==> src/rtl/ram_pkg.sv <==
`default_nettype none
// ============================================================================
// Module   : ram_pkg
// Purpose  : Shared constants for the parametrised RAM: state and opcode encodings.
// Revision : 1.0 - initial release
// ============================================================================
package ram_pkg;

    localparam int c_DEFAULT_DATA_WIDTH = 8;
    localparam int c_DEFAULT_DEPTH      = 32;

    localparam logic [0:0] c_STATE_INIT = 1'b0;
    localparam logic [0:0] c_STATE_IDLE = 1'b1;

    localparam logic c_OP_WRITE = 1'b1;
    localparam logic c_OP_READ  = 1'b0;

endpackage : ram_pkg
`default_nettype wire

==> src/rtl/ram_core.sv <==
`default_nettype none
// ============================================================================
// Module   : ram_core
// Purpose  : Bare storage array, one write port and one registered read port.
// Revision : 1.0 - initial release
// ============================================================================
module ram_core
    import ram_pkg::*;
#(
    parameter int DATA_WIDTH = c_DEFAULT_DATA_WIDTH,
    parameter int DEPTH      = c_DEFAULT_DEPTH,
    parameter int ADDR_WIDTH = $clog2(DEPTH)
) (
    input  logic                  clock,
    input  logic                  we,
    input  logic [ADDR_WIDTH-1:0] waddr,
    input  logic [DATA_WIDTH-1:0] wdata,
    input  logic [ADDR_WIDTH-1:0] raddr,
    output logic [DATA_WIDTH-1:0] rdata_registered
);

    logic [DATA_WIDTH-1:0] r_mem [DEPTH];

    always_ff @(posedge clock) begin
        if (we) begin
            r_mem[waddr] <= wdata;
        end
        rdata_registered <= r_mem[raddr];
    end

endmodule : ram_core
`default_nettype wire

==> src/rtl/param_ram.sv <==
`default_nettype none
// ============================================================================
// Module   : param_ram
// Purpose  : Single-port RAM with valid/ready access, clear sweep and bit select.
// Revision : 1.0 - initial release
// ============================================================================
module param_ram
    import ram_pkg::*;
#(
    parameter int                    DATA_WIDTH = c_DEFAULT_DATA_WIDTH,
    parameter int                    DEPTH      = c_DEFAULT_DEPTH,
    parameter int                    ADDR_WIDTH = $clog2(DEPTH),
    parameter logic [DATA_WIDTH-1:0] INIT_VALUE = '0
) (
    input  logic                          clock,
    input  logic                          reset,
    input  logic                          req_valid,
    output logic                          req_ready,
    input  logic                          write1_read0,
    input  logic [ADDR_WIDTH-1:0]         address,
    input  logic [DATA_WIDTH-1:0]         data_in,
    input  logic [$clog2(DATA_WIDTH)-1:0] bit_sel,
    input  logic                          clear,
    output logic [DATA_WIDTH-1:0]         data_out,
    output logic                          data_out_valid,
    output logic                          data_out_by_bit,
    output logic                          addr_error,
    output logic                          init_done
);

    localparam logic [ADDR_WIDTH:0]   c_DEPTH_EXT = (ADDR_WIDTH + 1)'(DEPTH);
    localparam logic [ADDR_WIDTH-1:0] c_LAST_ADDR = ADDR_WIDTH'(DEPTH - 1);

    logic [0:0]                    r_state;
    logic [0:0]                    w_state_next;
    logic [ADDR_WIDTH-1:0]         r_sweep_ptr;

    logic                          w_accept;
    logic                          w_in_range;
    logic                          w_rd_accept;
    logic                          w_wr_accept;

    logic                          w_we;
    logic [ADDR_WIDTH-1:0]         w_waddr;
    logic [DATA_WIDTH-1:0]         w_wdata;
    logic [ADDR_WIDTH-1:0]         w_raddr;
    logic [DATA_WIDTH-1:0]         w_rdata;

    logic                          r_rd_valid;
    logic                          r_rd_oor;
    logic                          r_addr_error;
    logic [DATA_WIDTH-1:0]         r_data_hold;
    logic [$clog2(DATA_WIDTH)-1:0] r_bit_sel;
    logic [DATA_WIDTH-1:0]         w_data_out;

    // ---------------- FSM: state register ----------------
    always_ff @(posedge clock or posedge reset) begin
        if (reset) begin
            r_state <= c_STATE_INIT;
        end else begin
            r_state <= w_state_next;
        end
    end

    // ---------------- FSM: next state ----------------
    always_comb begin
        w_state_next = r_state;
        case (r_state)
            c_STATE_INIT: if (r_sweep_ptr == c_LAST_ADDR) w_state_next = c_STATE_IDLE;
            c_STATE_IDLE: if (clear)                      w_state_next = c_STATE_INIT;
        endcase
    end

    // ---------------- FSM: outputs ----------------
    // clear wins over a same-cycle request by withdrawing ready.
    always_comb begin
        init_done = 1'b0;
        req_ready = 1'b0;
        case (r_state)
            c_STATE_INIT: begin
                init_done = 1'b0;
                req_ready = 1'b0;
            end
            c_STATE_IDLE: begin
                init_done = 1'b1;
                req_ready = !clear;
            end
        endcase
    end

    always_ff @(posedge clock or posedge reset) begin
        if (reset) begin
            r_sweep_ptr <= '0;
        end else if (r_state == c_STATE_INIT) begin
            r_sweep_ptr <= (r_sweep_ptr == c_LAST_ADDR) ? '0 : r_sweep_ptr + ADDR_WIDTH'(1);
        end else if (clear) begin
            r_sweep_ptr <= '0;
        end
    end

    assign w_accept    = req_valid && req_ready;
    assign w_in_range  = {1'b0, address} < c_DEPTH_EXT;
    assign w_rd_accept = w_accept && (write1_read0 == c_OP_READ);
    assign w_wr_accept = w_accept && (write1_read0 == c_OP_WRITE) && w_in_range;

    // Write port is owned by the sweep during INIT, by requests otherwise.
    assign w_we    = (r_state == c_STATE_INIT) || w_wr_accept;
    assign w_waddr = (r_state == c_STATE_INIT) ? r_sweep_ptr : address;
    assign w_wdata = (r_state == c_STATE_INIT) ? INIT_VALUE  : data_in;
    assign w_raddr = w_in_range ? address : '0;

    ram_core #(
        .DATA_WIDTH (DATA_WIDTH),
        .DEPTH      (DEPTH),
        .ADDR_WIDTH (ADDR_WIDTH)
    ) u_core (
        .clock            (clock),
        .we               (w_we),
        .waddr            (w_waddr),
        .wdata            (w_wdata),
        .raddr            (w_raddr),
        .rdata_registered (w_rdata)
    );

    always_ff @(posedge clock or posedge reset) begin
        if (reset) begin
            r_rd_valid   <= 1'b0;
            r_rd_oor     <= 1'b0;
            r_addr_error <= 1'b0;
            r_data_hold  <= '0;
            r_bit_sel    <= '0;
        end else begin
            r_rd_valid   <= w_rd_accept;
            r_rd_oor     <= w_rd_accept && !w_in_range;
            r_addr_error <= w_accept && !w_in_range;
            r_data_hold  <= w_data_out;
            if (w_rd_accept) begin
                r_bit_sel <= bit_sel;
            end
        end
    end

    // The core output is only meaningful in the cycle after a read; otherwise
    // the last presented word is replayed from the hold register.
    assign w_data_out = r_rd_valid ? (r_rd_oor ? '0 : w_rdata) : r_data_hold;

    assign data_out        = w_data_out;
    assign data_out_valid  = r_rd_valid;
    assign data_out_by_bit = w_data_out[r_bit_sel];
    assign addr_error      = r_addr_error;

endmodule : param_ram
`default_nettype wire

==> config.mk <==
export PLATFORM = sky130hd
export DESIGN_NAME = param_ram
export DESIGN_NICKNAME = d
export VERILOG_FILES = /design/src/rtl/ram_pkg.sv /design/src/rtl/ram_core.sv /design/src/rtl/param_ram.sv
export SDC_FILE = /design/constraint.sdc
export NUM_CORES = 1
export LEC_CHECK = 0
export ABC_CLOCK_PERIOD_IN_PS = 3000
export CORE_MARGIN = 3
export CORE_UTILIZATION = 35
export CTS_CLUSTER_DIAMETER = 80
export DETAILED_ROUTE_END_ITERATION = 10
export GPL_ROUTABILITY_DRIVEN = 0
export PLACE_DENSITY_LB_ADDON = 0.1
export SLEW_MARGIN = 25
export SYNTH_ARGS = -nofsm -noshare
export SYNTH_HDL_FRONTEND = slang
export SYNTH_HIERARCHICAL = 1
export SYNTH_SLANG_ARGS = --single-unit
export TNS_END_PERCENT = 5
==> constraint.sdc <==
create_clock -name clock -period 3 [get_ports clock]
set_input_delay 0.6 -clock clock [delete_from_list [all_inputs] [get_ports clock]]
set_output_delay 0.6 -clock clock [all_outputs]
set_load 0.01 [all_outputs]
==> impl_results.md, run 1 <==
* Status: finished clean
* Power density over the cells at 787 mW/mm^2
* CTS Buf Count at 29
* Synth Area in Adders at 0.226%
* Die Y-Extent at 184 microns
* Peak Freq at 369 MHz
* CTS tree: yes
* # hold bufs at CTS at 0
* Kind of critical path: flop to primary output
* Clock skew at 0.0146 ns
* Required @ worst endpoint at 2.40 ns
* Drt wl/cell at 25.2 microns
* Register area share after synthesis at 74.9%
* Filler Cell Count at 2665
* Xor/xnor share of the synthesized area at 0.158%
* Seq cells post-synth at 282
* Crit path capture type: primary output
* Period minus WS final at 2.71 ns
* Setup violations, final at 0
* Arrival time of the worst setup path at 2.11 ns
* Final instance area at 0.0131 sq mm
* Area Overhead vs Synth at 18.6%
* Slew @ Worst Pin at 0.705 ns
* Unrepaired setup endpoints after global routing: false
* Remaining DRCs at 0
* Final Hold Fails at 0
* Synth Cell Area at 0.0111 sq mm
* Max Cap Viol at 0
* Std-Cell Rows at 64
* Startpoint type of the worst setup path: flop
* Final Slew Violations at 0
* Ranking of synthesized cells by area: edfxtp_1 (69%), mux4_2 (16%), dfrtp_1 (4.1%)
* Lkg Pwr at 0.00439 uW
* CTS sink cnt at 282
* Ys async rst share at 6.38%
* Synth Area per Inst at 22.1 sq um
* CTS root buffer: clkbuf_16
* Clk_lat worst skew at 0.53 ns
* Synth warn at 6
* Main combinational cell family by area after synthesis: multiplexers
* Maximum clock path buffer count at 3
* First-pass GRT wire length at 37800 microns
* Simple-gate share of the synthesized area at 2.99%
* Gr ovfl total at 0
* Critical Path Fanout Max at 14
* Commonest non-fill, non-tap cell in the layout: edfxtp_1
* Vias in the first global route at 5537
* I/O Buffers at 32
* Diode count at 0
* Largest area contributor in the netlist: edfxtp_1
* Drt first pass iters at 5
* DRT iter0 DRCs at 394
* Routed via count at 5193
* HP Class: primary input to async pin
* Rel. slew slack at 52.9%
* Core ar. at 0.0309 sq mm
* Setup TNS at 0 ns
* Main synth FF type: edfxtp_1
* R2r worst-path depth at 4
* Via density at 5.12
* Layout cells sized above 1 at 33.8%
* Total die area at 0.0338 sq mm
* Cells after Synth at 500
* Yosys top cell area share at 69.4%
* Syn nets at 523
* Largest net degree at the start of global routing at 33
* Top Ports at 34
* Final #Nets at 620
* Synth Area in Compound Gates at 0.328%
* Final Cycle Share at 90.4%
* Post-synthesis mux area share at 19.9%
* Die width at 184 microns
* Placed cell areas at 0.0122 sq mm
* Dpl hpwl at 16300 microns
* Peak supply drop at 0.000371 V
* Yosys cell types at 31
* Post-detailed-routing wire length at 25600 microns
* Final ANT Viol Nets at 0
* H-tree Lvls at 1
* Initial antenna violation count at 2
* Reg clk slew, reported paths at 0.06 ns
* Starting density of the core at 35.8%
* Most frequent cells in the layout: edfxtp_1 (256), mux4_2 (81), buf_4 (56), nor2_1 (34)
* All-Layer GR Usage at 15.4%
* Post-synth EDFFs at 256
==> critical path: stages (launching register included) <==
cell and delay (ns):
dfrtp_1 0.61, buf_4 0.29, nor2b_1 0.15, clkdlybuf4s50_1 0.54
==> kinds of logic (layout without fill, tap and decap cells) <==
logic type                 after synthesis  count (layout)
AOI/OAI and AO/OA                        6               6
xor gates and xnor gates                 2               2
adders and majority gates                2               2
buffers and inverters                   29             148
DFF                                    282             282
muxes                                  111             111
other                                    1               1
and+or+nand+nor                         67              67
==> final timing paths <==
check                               start                   to  slack, ns
max reg2reg                       r_state  u_core/r_mem[18][2]       0.65
min                                 reset       r_data_hold[5]       0.48
min in group clock         r_data_hold[7]       r_data_hold[7]       0.53
max                               r_state            req_ready       0.29
max in group asynchronous           reset       data_out_valid       2.02
min reg2reg                r_data_hold[7]       r_data_hold[7]       0.53
==> cell type report <==
cell class	instances	area [sq um]	share of cell area (%)
clock inverters	15	125	0.952
well taps	396	495	3.77
flip-flops and latches	282	8300	63.2
inverters	3	11.3	0.0857
repair buffers	92	828	6.31
multi-input cells	189	2620	19.9
clock buffers	38	759	5.78
==> where the power goes <==
| group | internal [uW] | total [uW] | switching [uW] | leakage, uW |
|---|---|---|---|---|
| logic | 801 | 1860 | 1060 | 0.00130 |
| registers | 4920 | 5110 | 194 | 0.00267 |
| clock network | 1950 | 3370 | 1420 | 0.000422 |
| total | 7660 | 10300 | 2670 | 0.00439 |
==> cells in the mapped netlist, types with 3 or more instances <==
cell,number
dfxtp_1,8
mux2_2,24
nand3b_1,6
edfxtp_1,256
buf_4,7
mux4_2,80
or3b_2,3
inv_1,3
mux2i_1,3
nand3_1,3
clkbuf_1,9
and2_1,8
buf_1,6
nor2_1,34
mux4_1,4
dfrtp_1,18
nand2_1,8
==> per-layer routing <==
metal  vias up  global-route usage (%)  part of all wire, %
met3        34                    3.07                  6.2
met4         0                    3.48                  1.7
met1      2753                    22.5                   46
met2       142                    24.1                   46
li1       2264                       -                    -
met5         -                       0                    0
==> per-stage QoR <==
stage          hold WS (ns)  power [uW]  util (%)  worst slack (ns)  std cells
2_1_floorplan         0.504        6180         -             0.497        500
3_3_place_gp          0.516        7060      39.6             0.115        961
3_5_place_dp          0.516        7090      39.6             0.115        961
4_1_cts               0.484       10500      42.5            0.0163       1014
5_1_grt               0.551       10800      42.5             0.144       1015
6_report              0.484       10300      42.5             0.289       1015
==> sequential cells by signal, summed over array words and instances (netlist names) <==
| signal | flops |
|---|---|
| data_out_valid | 1 |
| r_bit_sel | 3 |
| r_data_hold | 8 |
| r_state | 1 |
| r_sweep_ptr | 5 |
| u_core/r_mem | 256 |
| u_core/rdata_registered | 8 |
==> repair_timing <==
| item | CTS | global route |
|---|---|---|
| resized for setup | 1 | 2 |
| setup buffers | 0 | 1 |
| gates cloned | 0 | 0 |
| endpoints found under the setup margin | 1 | 1 |
No activity file was read; power rests on OpenSTA's default activity.
==> run 2, diff against run 1 <==
--- a/config.mk
+++ b/config.mk
@@ -6,11 +6,14 @@
 export NUM_CORES = 1
 export LEC_CHECK = 0
 export ABC_CLOCK_PERIOD_IN_PS = 3000
+export CELL_PAD_IN_SITES_DETAIL_PLACEMENT = 2
+export CELL_PAD_IN_SITES_GLOBAL_PLACEMENT = 2
 export CORE_MARGIN = 3
 export CORE_UTILIZATION = 35
 export CTS_CLUSTER_DIAMETER = 80
 export DETAILED_ROUTE_END_ITERATION = 10
 export GPL_ROUTABILITY_DRIVEN = 0
+export HOLD_SLACK_MARGIN = 0.12
 export PLACE_DENSITY_LB_ADDON = 0.1
 export SLEW_MARGIN = 25
 export SYNTH_ARGS = -nofsm -noshare
==> run 2 against run 1 <==
Against the previous run:
- cell count is essentially flat
- worst hold slack better by 0.0050 ns
- clock power grew 5%
- count of clock-buffer cells in the layout fell by 2
- critical path depth is the same
- wire length increased by 7.0%
- first-iteration DRC count down 7.6%
- largest cell class unchanged
- highest routed layer unchanged
==> impl_results.md, run 2 (synthesis results as in run 1) <==
* Gr ovfl total at 0 (unchanged)
* Setup TNS at 0 ns (unchanged)
* Arrival time of the worst setup path at 2.09 ns (was 2.11 ns)
* CTS Buf Count at 31 (was 29)
* Commonest non-fill, non-tap cell in the layout: edfxtp_1 (unchanged)
* Die width at 184 microns (unchanged)
* Initial antenna violation count at 0 (was 2)
* Post-detailed-routing wire length at 27400 microns (was 25600 microns)
* Startpoint type of the worst setup path: flop (unchanged)
* Final Cycle Share at 89.7% (was 90.4%)
* End-of-flow core utilization at 42.7% (was 42.5%)
* Final Hold Fails at 0 (unchanged)
* Die Y-Extent at 184 microns (unchanged)
* Area Overhead vs Synth at 19.3% (was 18.6%)
* Rel. slew slack at 50.0% (was 52.9%)
* CTS tree: yes (unchanged)
* Power density over the cells at 802 mW/mm^2 (was 787 mW/mm^2)
* CTS root buffer: clkbuf_16 (unchanged)
* Regs by FF count: u_core/r_mem x256, r_data_hold x8, u_core/rdata_registered x8 (unchanged)
* Dpl hpwl at 17600 microns (was 16300 microns)
* Peak supply drop at 0.000442 V (was 0.000371 V)
* Starting density of the core at 35.8% (unchanged)
* HP Class: primary input to async pin (unchanged)
* Setup violations, final at 0 (unchanged)
* Kind of critical path: flop to primary output (unchanged)
* Peak Freq at 372 MHz (was 369 MHz)
* Unrepaired setup endpoints after global routing: false (unchanged)
* Crit path capture type: primary output (unchanged)
* Diode count at 0 (unchanged)
* H-tree Lvls at 1 (unchanged)
* Std-Cell Rows at 64 (unchanged)
* Drt wl/cell at 27.0 microns (was 25.2 microns)
* Final ANT Viol Nets at 0 (unchanged)
* Layout cells sized above 1 at 34.3% (was 33.8%)
* Slew @ Worst Pin at 0.749 ns (was 0.705 ns)
* Final Slew Violations at 0 (unchanged)
* Maximum clock path buffer count at 3 (unchanged)
* Drt first pass iters at 4 (was 5)
* Top Ports at 34 (unchanged)
* Clk_lat worst skew at 0.56 ns (was 0.53 ns)
* CTS sink cnt at 282 (unchanged)
* First-pass GRT wire length at 41500 microns (was 37800 microns)
* Routed via count at 5276 (was 5193)
* Max Cap Viol at 0 (unchanged)
* Clock skew at 0.0151 ns (was 0.0146 ns)
* Core ar. at 0.0309 sq mm (unchanged)
* Status: finished clean (unchanged)
* Largest net degree at the start of global routing at 33 (unchanged)
* All-Layer GR Usage at 16.8% (was 15.4%)
* Reg clk slew, reported paths at 0.06 ns (about the same)
* Via density at 5.20 (was 5.12)
* Max reg flops at 256 (unchanged)
* I/O Buffers at 32 (unchanged)
* Lkg Pwr at 0.00443 uW (was 0.00439 uW)
* Final #Nets at 621 (was 620)
* Total die area at 0.0338 sq mm (unchanged)
* Vias in the first global route at 5923 (was 5537)
* Period minus WS final at 2.69 ns (was 2.71 ns)
* Remaining DRCs at 0 (unchanged)
* Critical Path Fanout Max at 15 (was 14)
* Largest register by flop count: u_core/r_mem (unchanged)
* DRT iter0 DRCs at 364 (was 394)
* Required @ worst endpoint at 2.40 ns (about the same)
* Most frequent cells in the layout: edfxtp_1 (256), mux4_2 (80), buf_4 (53), nor2_1 (34), clkbuf_16 (31) (was edfxtp_1 (256), mux4_2 (81), buf_4 (56), nor2_1 (34))
run 2: cell type report:
type / instances / area (sq um)
sequential: 282 / 8300
clock inverter: 17 / 138
fill: 2800 / 17700
multi-input combinational: 189 / 2620
tap: 396 / 495
timing repair buffer: 91 / 846
clock buffer: 36 / 795
inverter: 3 / 11.3
run 2: metal layers:
metal	part of all wire, %	up-vias	global-route usage, %
met5	0	-	0
met2	48	103	26.7
li1	-	2274	-
met1	45	2867	24.6
met4	1.9	0	3.96
met3	4.7	32	2.45
run 2: power breakdown:
part | total, uW | internal, uW | switching, uW | leakage [uW]
sequential | 5140 | 4920 | 221 | 0.00267
combinational | 1920 | 808 | 1110 | 0.00131
clock | 3530 | 2040 | 1480 | 0.000456
run 2: metrics by stage:
step                area [sq um]  total power (uW)  std cells  worst slack, ns  hold WS [ns]
global route               13200             11100       1014            0.130         0.546
CTS                        13200             10800       1014           0.0325         0.506
detailed placement         12300              7190        959            0.180         0.520
finish                     13200             10600       1014            0.310         0.489
floorplan                  11100              6180        500            0.497         0.504
global placement           12300              7100        959            0.188         0.513
run 2: worst paths after layout:
| check | end | startpoint | slack, ns | cells after the start |
|---|---|---|---|---|
| worst max-delay path | req_ready | r_state | 0.31 | 3 |
| worst min-delay path | r_data_hold[2] | reset | 0.49 | 2 |
| worst max register to register | u_core/r_mem[18][2] | r_state | 0.67 | 4 |
| worst min register to register | r_data_hold[0] | u_core/rdata_registered[0] | 0.54 | 1 |
| max in group asynchronous | data_out_valid | reset | 1.99 | 2 |
| min in group clock | r_data_hold[0] | u_core/rdata_registered[0] | 0.54 | 1 |
run 2: worst max-delay path, cell delays in order (launching register included):
cell and delay [ns]:
dfrtp_1 0.58, buf_4 0.28, nor2b_1 0.14, clkdlybuf4s50_1 0.54
run 2: what timing repair did:
item                                    in CTS  in global routing
buffers inserted                             2                  0
endpoints found under the setup margin       1                  1
hold buffers                                 0                  0
pin swaps                                    0                  0
gates resized for setup                      1                  1
==> RTL change: new RTL, config.mk and constraints of run 2 <==
Change the package constant `c_DEFAULT_DEPTH` from 32 to 16.
--- a/src/rtl/ram_pkg.sv
+++ b/src/rtl/ram_pkg.sv
@@ -7,7 +7,7 @@
 package ram_pkg;
 
     localparam int c_DEFAULT_DATA_WIDTH = 8;
-    localparam int c_DEFAULT_DEPTH      = 32;
+    localparam int c_DEFAULT_DEPTH      = 16;
 
     localparam logic [0:0] c_STATE_INIT = 1'b0;
     localparam logic [0:0] c_STATE_IDLE = 1'b1;
Interface: changed (resized address); port bits go from 34 to 33. The function was not compared with the original's and may differ.
==> RTL change against run 2 <==
  * Total power fell by 39%
  * Sequential share of layout area is 2.2 points lower
  * Wire length shrank 47%
  * Design area fell by 45%
  * Setup slack gained 0.11 ns
  * Synthesized area shrank 45%
  * Global-route usage shrank 0.34 points
  * Sequential cell count fell by 129
  * Non-clock buffer count shrank 36
  * Combinational power fell by 27%
  * Synthesized cell count shrank 39%
  * Largest power group unchanged
==> RTL change: results (changes against run 2) <==
run_status: "finished clean"  # unchanged
p_comb_frac: 0.219  # was 0.181
via_count: 3047  # was 5,276
synthMuxAreaShare: 0.173  # was 0.199
synth-edff-count: 128  # was 256
leakage_nw: 2.60  # was 4.43 nW
drtIter0Drc: 198  # was 364
synth.distinct_cells: 39  # was 31
reg_top3: "u_core/r_mem x128, r_data_hold x8, u_core/rdata_registered x8"  # was u_core/r_mem x256, r_data_hold x8, u_core/rdata_registered x8
min_path_cells: 1
worstMarginPinSlew_ns: 0.739  # was 0.749 ns
synth_area_leaders: "edfxtp_1 (63%), mux4_1 (7.3%), mux4_2 (7.0%)"  # was edfxtp_1 (69%), mux4_2 (16%), dfrtp_1 (4.1%)
arrival_ns: 1.98  # was 2.09 ns
post-place-ws_ns: 0.309  # was 0.180 ns
synthTopCellsByCount: "edfxtp_1 (128), mux4_2 (19), dfrtp_1 (17), mux4_1 (17), a22oi_1 (16)"  # was edfxtp_1 (256), mux4_2 (80), nor2_1 (34)
critPathTopFamily: "multiplexers"  # was buffers and inverters
wl_met1_um: 6590  # was 12,400 um
met2_length_um: 7320  # was 13,100 um
synth_fa_ha_area_frac: 0.00206  # was 0.00226
grtUsageTotal: 0.164  # was 0.168
placedCellCount: 564  # was 959
yosysSeqAreaShare: 0.727  # was 0.749
dpl_cell_area_um2: 6750  # was 12,300 um^2
max_stage_delay_ns: 0.54  # was 0.58 ns
final_cells: 597  # was 1,014
reg2reg_to: "u_core/r_mem[3][7]"  # was u_core/r_mem[18][2]
drive_gt1_frac: 0.228  # was 0.343
grt_pass1_vias: 3387  # was 5,923
clk_latency_ns: 0.42  # was 0.56 ns
yosys.area_share.xor_xnor: 0.00144  # was 0.00158
avgSynthCellArea_um2: 20.0  # was 22.1 um^2
drv_cap: 0  # unchanged
hp-start: "u_core/rdata_registered[0]"
finalHoldWorstSlack_ns: 0.517  # was 0.489 ns
clkTransAtPathRegs_ns: 0.05
top_layer: "met4"  # unchanged
hold_class: "flop to flop"  # was input pin to async pin
grt_pass1_wl_um: 21700  # was 41,500 um
clkPwrFrac: 0.302  # was 0.333
layout.nets: 385  # was 621
gr-usage-met3: 0.0370  # was 0.0245
cts_buffers: 17  # was 31
wl_um: 14500  # was 27,400 um
p_switching_mw: 1.74  # was 2.82 mW
critPathMaxFanout: 7  # was 15
syn_nets: 326  # was 523
synth_compound_area_frac: 0.0302  # was 0.00328
wl_met3_um: 399  # was 1300 um
dp_hpwl_um: 9580  # was 17,600 um
finClkSkew_ns: 0.0122  # was 0.0151 ns
ff2ff_setup_slack_ns: 0.74  # was 0.67 ns
async_reset_ff_frac: 0.111  # was 0.0638
vdd_drop_max_uv: 526  # was 442 uV
slowest_stage: "mux4_1"  # was dfrtp_1
clockBufferDepth: 2  # was 3
gr-usage-met2: 0.270  # was 0.267
io_buffers: 31  # was 32
use_met1: 0.218  # was 0.246
htree_levels: 4  # was 1
==> RTL change: cell types whose count changed after synthesis, sizes merged, moves of 7 or more <==
cell,run 2,this run
mux4,84,36
clkbuf,9,2
buf,17,10
nor2,34,15
a22oi,0,16
mux2,24,15
edfxtp,256,128
==> RTL change: repair_timing <==
action,in CTS,in global routing
hold buffers,0,0
endpoints found under the setup margin,1,1
resized for setup,1,1
setup buffers,0,1
==> RTL change: worst reg2reg max path, stage by stage, from the launching register on <==
cell and delay [ns]:
dfrtp_1 0.62, mux2_2 0.43, or3b_2 0.54, nor2_1 0.16, buf_4 0.22
==> RTL change: worst max-delay path by stage <==
stage	slack, ns	to	start	cells past startpoint
finish	0.42	data_out_by_bit	data_out_valid	5
detailed placement	0.31	u_core/r_mem[0][4]	clear	5
global placement	0.35	u_core/r_mem[0][4]	clear	5
CTS	0.05	data_out_by_bit	data_out_valid	5
floorplan	0.40	u_core/r_mem[0][0]	r_state	4
global route	0.27	data_out_by_bit	data_out_valid	5
==> RTL change: cell families (layout without fill, tap and decap cells) <==
logic type / after synthesis / count (layout)
AOI/OAI and AO/OA: 26 / 26
xor gates and xnor gates: 1 / 1
adders and majority gates: 1 / 1
buffers and inverters: 17 / 89
DFF: 153 / 153
muxes: 52 / 52
other: 1 / 1
and+or+nand+nor: 54 / 54
==> RTL change: final cells by class <==
| class | count | area [um^2] |
|---|---|---|
| Fill cell | 1552 | 9520 |
| Sequential cell | 153 | 4430 |
| Multi-Input combinational cell | 135 | 1530 |
| Clock buffer | 29 | 531 |
| Timing Repair Buffer | 55 | 513 |
| Tap cell | 220 | 275 |
| Clock inverter | 3 | 12.5 |
| Inverter | 2 | 7.51 |
